**src/rtl/fb_writer_if.sv**
```systemverilog
// Pixel stream interface between the pixel source (UART / pattern generator)
// and the frame buffer writer.
interface fb_writer_if #(
  parameter int pixel_depth = 8
);
  logic [3*pixel_depth-1:0] pix_data;
  logic                     pix_valid;
  logic                     pix_sof;
  logic                     pix_ready;

  modport master (
    output pix_data,
    output pix_valid,
    output pix_sof,
    input  pix_ready
  );

  modport slave (
    input  pix_data,
    input  pix_valid,
    input  pix_sof,
    output pix_ready
  );
endinterface

```
**src/rtl/fb_writer.sv**
```systemverilog
// Raster-order RGB pixel stream to HUB75 frame RAM writer (row-pair word layout).
// Optional macro DOUBLE_BUFFER_EN adds a bank bit on waddr and an rd_bank output.
module fb_writer #(
  parameter int pixel_depth  = 8,
  parameter int panel_width  = 64,
  parameter int panel_height = 32,
  parameter int col_log2     = 6,
  parameter int row_log2     = 5,
  parameter int data_width   = pixel_depth * 6,
  parameter int addr_width   = 10
) (
  input  logic                  clk_in,
  input  logic                  rst,
  fb_writer_if.slave            pix,
  output logic                  we,
`ifdef DOUBLE_BUFFER_EN
  output logic [addr_width:0]   waddr,
  output logic                  rd_bank,
`else
  output logic [addr_width-1:0] waddr,
`endif
  output logic [data_width-1:0] wdata,
  output logic [1:0]            wmask,
  output logic                  frame_done,
  output logic                  sync_err
);

  typedef enum logic [1:0] {
    IDLE = 2'd0,
    RUN  = 2'd1,
    DONE = 2'd2
  } state_t;

  localparam logic [col_log2-1:0] last_col = col_log2'(panel_width - 1);
  localparam logic [row_log2-1:0] last_row = row_log2'(panel_height - 1);
  localparam logic [row_log2-1:0] half_row = row_log2'(panel_height / 2);

  state_t              state, state_n;
  logic [col_log2-1:0] col, col_n;
  logic [row_log2-1:0] row, row_n;
  logic [col_log2-1:0] wr_col;
  logic [row_log2-1:0] wr_row;
  logic                wr_n;
  logic                err_set;
  logic                accept;

  // DONE is the only cycle the writer refuses pixels; reset also holds it off.
  assign pix.pix_ready = (state != DONE) && !rst;
  assign accept        = pix.pix_valid && pix.pix_ready;

  always_comb begin
    state_n = state;
    col_n   = col;
    row_n   = row;
    wr_n    = 1'b0;
    wr_row  = row;
    wr_col  = col;
    err_set = 1'b0;
    case (state)
      IDLE: begin
        if (accept && pix.pix_sof) begin
          wr_n    = 1'b1;
          wr_row  = '0;
          wr_col  = '0;
          col_n   = col_log2'(1);
          row_n   = '0;
          state_n = RUN;
        end
      end
      RUN: begin
        if (accept) begin
          wr_n = 1'b1;
          if (pix.pix_sof) begin
            // Resync: the partial frame is abandoned and this pixel restarts at (0,0).
            err_set = 1'b1;
            wr_row  = '0;
            wr_col  = '0;
            col_n   = col_log2'(1);
            row_n   = '0;
          end else if (row == last_row && col == last_col) begin
            col_n   = '0;
            row_n   = '0;
            state_n = DONE;
          end else if (col == last_col) begin
            col_n = '0;
            row_n = row + row_log2'(1);
          end else begin
            col_n = col + col_log2'(1);
          end
        end
      end
      DONE: begin
        col_n   = '0;
        row_n   = '0;
        state_n = IDLE;
      end
      default: begin
        col_n   = '0;
        row_n   = '0;
        state_n = IDLE;
      end
    endcase
  end

`ifdef DOUBLE_BUFFER_EN
  logic wr_bank;

  assign rd_bank = ~wr_bank;

  // Bank flips on entry to DONE, so the new value appears alongside frame_done.
  always_ff @(posedge clk_in) begin
    if (rst) begin
      wr_bank <= 1'b1;
    end else if (state_n == DONE && state != DONE) begin
      wr_bank <= ~wr_bank;
    end
  end
`endif

  always_ff @(posedge clk_in) begin
    if (rst) begin
      state      <= IDLE;
      col        <= '0;
      row        <= '0;
      we         <= 1'b0;
      waddr      <= '0;
      wdata      <= '0;
      wmask      <= 2'b00;
      frame_done <= 1'b0;
      sync_err   <= 1'b0;
    end else begin
      state      <= state_n;
      col        <= col_n;
      row        <= row_n;
      we         <= wr_n;
      frame_done <= (state_n == DONE);
      if (err_set) begin
        sync_err <= 1'b1;
      end
      if (wr_n) begin
        // Row-pair layout: rows r and r+half share a word, so drop the row MSB.
`ifdef DOUBLE_BUFFER_EN
        waddr <= {wr_bank, addr_width'({wr_row[row_log2-2:0], wr_col})};
`else
        waddr <= addr_width'({wr_row[row_log2-2:0], wr_col});
`endif
        wmask <= (wr_row < half_row) ? 2'b10 : 2'b01;
        wdata <= {pix.pix_data, pix.pix_data};
      end
    end
  end

endmodule

```
**src/flat_wrapper.sv**
```systemverilog
// flat-port wrapper written by rule: the top's interface ports become plain ports
module fb_writer_flat 
#(
  parameter int pixel_depth  = 8,
  parameter int panel_width  = 64,
  parameter int panel_height = 32,
  parameter int col_log2     = 6,
  parameter int row_log2     = 5,
  parameter int data_width   = pixel_depth * 6,
  parameter int addr_width   = 10
)
  (clk_in, rst, we, waddr, wdata, wmask, frame_done, sync_err, pix_pix_data, pix_pix_valid, pix_pix_sof, pix_pix_ready);
  fb_writer_if #(.pixel_depth(pixel_depth)) pix_i ();
  input  logic clk_in;
  input  logic rst;
  output logic we;
  output logic [addr_width-1:0] waddr;
  output logic [data_width-1:0] wdata;
  output logic [1:0] wmask;
  output logic frame_done;
  output logic sync_err;
  input wire logic [$bits(pix_i.pix_data)-1:0] pix_pix_data;
  input wire logic [$bits(pix_i.pix_valid)-1:0] pix_pix_valid;
  input wire logic [$bits(pix_i.pix_sof)-1:0] pix_pix_sof;
  output wire logic [$bits(pix_i.pix_ready)-1:0] pix_pix_ready;
  assign pix_i.pix_data = pix_pix_data;
  assign pix_i.pix_valid = pix_pix_valid;
  assign pix_i.pix_sof = pix_pix_sof;
  assign pix_pix_ready = pix_i.pix_ready;
  fb_writer #(.pixel_depth(pixel_depth), .panel_width(panel_width), .panel_height(panel_height), .col_log2(col_log2), .row_log2(row_log2), .data_width(data_width), .addr_width(addr_width)) u_core (.clk_in(clk_in), .rst(rst), .pix(pix_i), .we(we), .waddr(waddr), .wdata(wdata), .wmask(wmask), .frame_done(frame_done), .sync_err(sync_err));
endmodule
```
**config.mk**
```make
export PLATFORM = sky130hd
export DESIGN_NAME = fb_writer_flat
export DESIGN_NICKNAME = d
export VERILOG_FILES = /design/src/rtl/fb_writer_if.sv /design/src/rtl/fb_writer.sv /design/src/flat_wrapper.sv
export SDC_FILE = /design/constraint.sdc
export NUM_CORES = 1
export LEC_CHECK = 0
export ABC_CLOCK_PERIOD_IN_PS = 2400
export BUFFER_PORTS_ARGS = -buffer_cell sky130_fd_sc_hd__buf_2
export CAP_MARGIN = 20
export CORE_ASPECT_RATIO = 1.5
export CORE_MARGIN = 2
export CORE_UTILIZATION = 30
export CTS_BUF_LIST = sky130_fd_sc_hd__clkbuf_8
export DETAILED_ROUTE_END_ITERATION = 10
export GPL_TIMING_DRIVEN = 0
export PLACE_DENSITY = 0.57
export SLEW_MARGIN = 20
export SYNTH_ARGS = -nofsm -noshare
export SYNTH_HDL_FRONTEND = slang
export SYNTH_SLANG_ARGS = --single-unit
```
**constraint.sdc**
```tcl
create_clock -name clk_in -period 2.4 [get_ports clk_in]
set_input_delay 0.24 -clock clk_in [delete_from_list [all_inputs] [get_ports clk_in]]
set_output_delay 0.24 -clock clk_in [all_outputs]
set_load 0.02 [all_outputs]
```
After elaboration in Yosys (flattened, before gate mapping). Cells that the tools add are included.

Multiplexer cells: 31. Magnitude comparators: 1. Equality and inequality tests: 8. Add/sub/neg operators: 2. Reduce and logical (&&, ||, !) cells: 8.

Operators by type and width (number): $mux W6 (8); $mux W5 (7); $pmux W6 S2 (2); $pmux W5 S2 (2); $mux W2 (5); $add A6 B1 Y6 const B (1); $eq A6 B6 Y1 const B (1); $add A5 B1 Y5 const B (1); $eq A5 B5 Y1 const B (1); $lt A5 B5 Y1 const B (1); $mux W1 (5); $logic_and A1 B1 Y1 (4); $ne A2 B1 Y1 const B (2); $ne A4 B2 Y1 const B (1); $pmux W2 S2 (1); $reduce_and A2 Y1 (2); $eq A2 B1 Y1 const B (1); $eq A2 B2 Y1 const B (1); $logic_not A2 Y1 (1); $ne A2 B2 Y1 const B (1); $pmux W1 S2 (1); $logic_not A1 Y1 (1).

Output and inout port bits: 64. Word-level logic and storage cells: 59. Input port bits: 28. Register bits after elaboration: 76.

Longest topological paths before layout.
Word-level depth: 8. Mapped depth: 8. Mapped depth without buffers: 8.

Worst setup path after synthesis. No wires, ideal clock.

Kind: flip-flop to flip-flop. From: reg u_core.row[0]. To: reg u_core.row[3]. Clock period less this slack: 1.732 ns. Path buffers: 0. Library setup time: 0.074 ns. Data arrival time: 1.658 ns. Stages on the path, launching flop included: 9. Setup slack: 0.668 ns. Required time: 2.326 ns. Path through: dfxtp_1 ha_1 and3_1 ha_1 nand3_1 o21a_1 a21oi_1 or3b_1 a31oi_1.

Longest elaborated chain between the ends: 6. Elaborated cells between the ends (all ways): 10. Classes of those cells: add/sub: 1; eq/ne: 2; mux: 5; reduce/logical: 2.

RTL lines: from (decl) (RTL line fb_writer.sv:40) `logic [row_log2-1:0] row, row_n;`; from (signal assigned) (RTL line fb_writer.sv:134) `row <= row_n;`; $add A5 B1 Y5 / $eq A5 B5 Y1 (equally long branches) (RTL line fb_writer.sv:86, fb_writer.sv:80); $mux W5 / $logic_and A1 B1 Y1 (equally long branches) (RTL line fb_writer.sv:84, fb_writer.sv:80); $mux W5 (RTL line fb_writer.sv:80) `end else if (row == last_row && col == last_col) begin`; $mux W5 (RTL line fb_writer.sv:73) `if (pix.pix_sof) begin`; $mux W5 (RTL line fb_writer.sv:71) `if (accept) begin`; $pmux W5 S2 (RTL line fb_writer.sv:59) `case (state)`.

Several ways; a longest one is shown, not always the timed one. The select of a mux whose other input is x is not followed. A chain may end at the register's enable or synchronous reset.

Worst setup path in the final report. Same ends and word-level chain as after synthesis.

==> summary.txt <==
Tmin final: 1940 ps
Initial antenna violation count: 0
Required time of the worst setup path: 2640 ps
R2R cell count: 8
Average vias per placed instance: 4.683
Power density relative to cell area: 617.3 nW/um^2
P_int: 0.001335 W
Worst ir drop on vdd: 0.2310 mV
Total GRT Usage: 14.02%
Vias in the first global route: 1,796
Htree depth: 2
Final worst hold slack: 156.7 ps
Total Wirelength: 5483 um
TritonCTS Buffers: 5
Post-Syn Area: 2180 um^2
Core Area: 7132 um^2
Clock Tree Root: clkbuf_8
Combinational fraction of design power: 11.9%
Slew margin rel.: 68.15%
Final global-route overflow total: 0
FMAX: 515.5 MHz
First-pass GRT wire length: 8618 um
Insertion delay of the later-clocked pin in the worst-skew pair: 310 ps
Switching fraction of total power: 24.29%
Clk network pwr share: 37.1%
Nets in the synthesized netlist: 288
Highest fanout seen on the critical path: 4
Antenna diodes: 0
Maximum capacitance violations: 0
Average cell area after synthesis: 8.481 um^2
Tightest Hold Check Type: input pin to flip-flop
Clock transition at the registers of the reported paths: 90 ps
Total number of nets in the final design: 385
Iteration count of the initial detailed-routing pass: 4
Area growth syn-to-layout: 31.06%
Nature of the critical path startpoint: flip-flop
Run status: finished, final reports clean
Number of resized instances in the post-cts repair step: 0
Final Max Tran Viols: 0
I/O pin total: 92
Detailed-placement wirelength estimate: 4156 um
FF+latch count, synth: 52
Critical path endpoint category: flip-flop
Die outline area: 7977 um^2
Arrival time of the worst setup path: 2180 ps
Summed negative setup slack over all endpoints: 0 ps
Total clock sinks: 52
Startpoint-to-endpoint class of the critical path: flip-flop to flip-flop
Fill cell total of the finished layout: 747
Final Skew: 5.297 ps
Worst Tran Pin Value: 477.7 ps
Cells after Synth: 257
Sequential area share after synthesis: 47.76%
Setup violation total in the final timing report: 0
Total setup buffers inserted after CTS: 0
Number of standard cells in the final layout excluding fillers: 435
Total of hold buffers inserted after clock tree synthesis: 0
Number of remaining DRC errors: 0
Cell leakage power: 1.392 nW
Clock Path Buffers: 2
Share of layout cells above drive strength 1: 38.59%
Iteration-0 DRC Markers: 100
Count of antenna-violating nets left after detailed routing: 0
Die height: 108.4 um
Die span in x: 73.60 um
Maximum number of pins on one net before global-route repair: 16
Number of instances on the worst hold path: 3
Placed insts: 427
Final clock period utilization by the worst path: 80.82%
Count of warnings emitted by yosys: 0
Number of unique standard cell types used by synthesis: 39
Final Hold Violating Endpoints: 0
TritonCTS clock tree: yes
Routed length per instance: 12.60 um
FP Rows: 38
Number of vias after detailed routing: 2,037
Unrepaired setup endpoints after global routing: no
Net load switching power: 0.0004283 W
Routability cong.: 0.8771
Sequential group share of total power: 50.9%
PortBufs: 90
Seq. cell area: 1041 um^2
Total area of multi-input combinational cells: 897.1 um^2
Starting utilization of the core area: 30.56%
-- worst max-delay path, cell delays in order (launching register included) --
cell	delay [ps]
dfxtp_1	360
ha_1	240
and3_1	190
ha_1	200
nand3_1	110
o21a_1	190
a21oi_1	80
or3b_1	340
a31oi_1	170
-- cell type report --
type	instances	share of cell area, %
Buffer	36	8.191
Tap cell	80	3.504
Multi-Input combinational cell	167	31.41
Timing Repair Buffer	90	15.77
Clock buffer	7	3.373
Clock inverter	1	1.051
Inverter	2	0.2628
Sequential cell	52	36.44
-- Yosys cell counts --
| master | n | area share, % |
|---|---|---|
| inv_1 | 1 | 0.17 |
| buf_2 | 7 | 1.6 |
| mux2i_1 | 1 | 0.46 |
| nand2b_1 | 2 | 0.57 |
| buf_1 | 2 | 0.34 |
| a211oi_1 | 1 | 0.34 |
| nand3_1 | 4 | 0.92 |
| nor4b_1 | 1 | 0.40 |
| a22o_1 | 10 | 4.0 |
| nor3_1 | 2 | 0.46 |
| and2_1 | 2 | 0.57 |
| buf_4 | 24 | 8.3 |
| nor2_1 | 13 | 2.2 |
| nand4b_1 | 1 | 0.40 |
| a31oi_1 | 3 | 0.86 |
| inv_2 | 1 | 0.17 |
| and3_1 | 5 | 1.4 |
| nor2_2 | 1 | 0.29 |
| ha_1 | 3 | 1.7 |
| a41oi_1 | 1 | 0.40 |
| or3b_1 | 1 | 0.40 |
| o31ai_1 | 1 | 0.34 |
| nor3b_2 | 1 | 0.57 |
| a21oi_1 | 35 | 8.0 |
| clkbuf_1 | 3 | 0.52 |
| a21o_1 | 2 | 0.69 |
| o21a_1 | 1 | 0.34 |
| and3_2 | 1 | 0.34 |
| o21ai_0 | 5 | 1.1 |
| dfxtp_1 | 52 | 48 |
| a22oi_1 | 1 | 0.34 |
| o211ai_1 | 3 | 1.0 |
| a311oi_1 | 1 | 0.40 |
| nand3_2 | 1 | 0.46 |
| or2_2 | 2 | 0.57 |
| xnor2_1 | 1 | 0.40 |
| a31o_2 | 1 | 0.40 |
| nand2_1 | 58 | 10 |
| nor2b_1 | 2 | 0.57 |
-- worst paths after layout --
kind	from	to	slack [ps]
worst max-delay path	u_core.row[0]	u_core.row[3]	460
worst max register to register	u_core.row[0]	u_core.row[3]	460
worst min-delay path	pix_pix_data[21]	u_core.wdata[45]	160
worst min register to register	u_core.wdata[36]	u_core.wdata[36]	470
-- power groups by stage --
stage               Sequential [W]  Clock [W]  Combinational, W
finish                    0.000898   0.000654          0.000211
global route              0.000902   0.000717          0.000233
CTS                       0.000899   0.000682          0.000214
detailed placement        0.000919          0          0.000214
global placement          0.000918          0          0.000212
floorplan                 0.000940          0          0.000112
-- cell usage in the layout, fill, tap and decap left out, types with 2 or more instances in the layout --
cell,count
dfxtp_1,52
a21oi_1,35
clkbuf_1,3
o211ai_1,3
nand2b_1,2
a22o_1,10
clkbuf_8,7
or2_2,2
a31oi_1,3
nand3_1,4
and2_1,2
a21o_1,2
o21ai_0,5
nor2b_1,2
nor2_1,13
buf_2,97
buf_1,2
and3_1,5
nand2_1,58
ha_1,3
buf_4,24
nor3_1,2
-- layer usage --
layer  global-route usage [%]  wire length, um
met2                    24.94             2666
met5                        0                0
met1                    15.59             2339
met4                    5.455               99
met3                    3.541              378
-- through the flow --
stage	setup WS (ps)	area (um^2)	power (W)	util, %
6_report	460.2	2856	0.001763	40.05
3_5_place_dp	495.7	2730	0.001133	38.28
5_1_grt	327.3	2856	0.001852	40.05
4_1_cts	457.1	2856	0.001795	40.05
2_1_floorplan	667.9	2180	0.001052	-
3_3_place_gp	489.7	2730	0.001130	38.28
-- cell families (layout without fill, tap and decap cells) --
kind of cell	Yosys count	count (layout)	share of synthesized area, %
xor+xnor	1	1	0.4019
buf+inv	38	136	11.08
flops	52	52	47.76
mux	1	1	0.4593
simple gates	97	97	20.21
compound gates	65	65	18.37
fa+ha+maj	3	3	1.722
-- state kept, by name, summed over array words and instances (netlist names) --
name	count
u_core.frame_done	1
u_core.col	6
u_core.row	5
u_core.sync_err	1
u_core.waddr	10
u_core.we	1
u_core.wdata	24
u_core.state	2
u_core.wmask	2
Note: power is estimated with default switching activity, not from simulation.
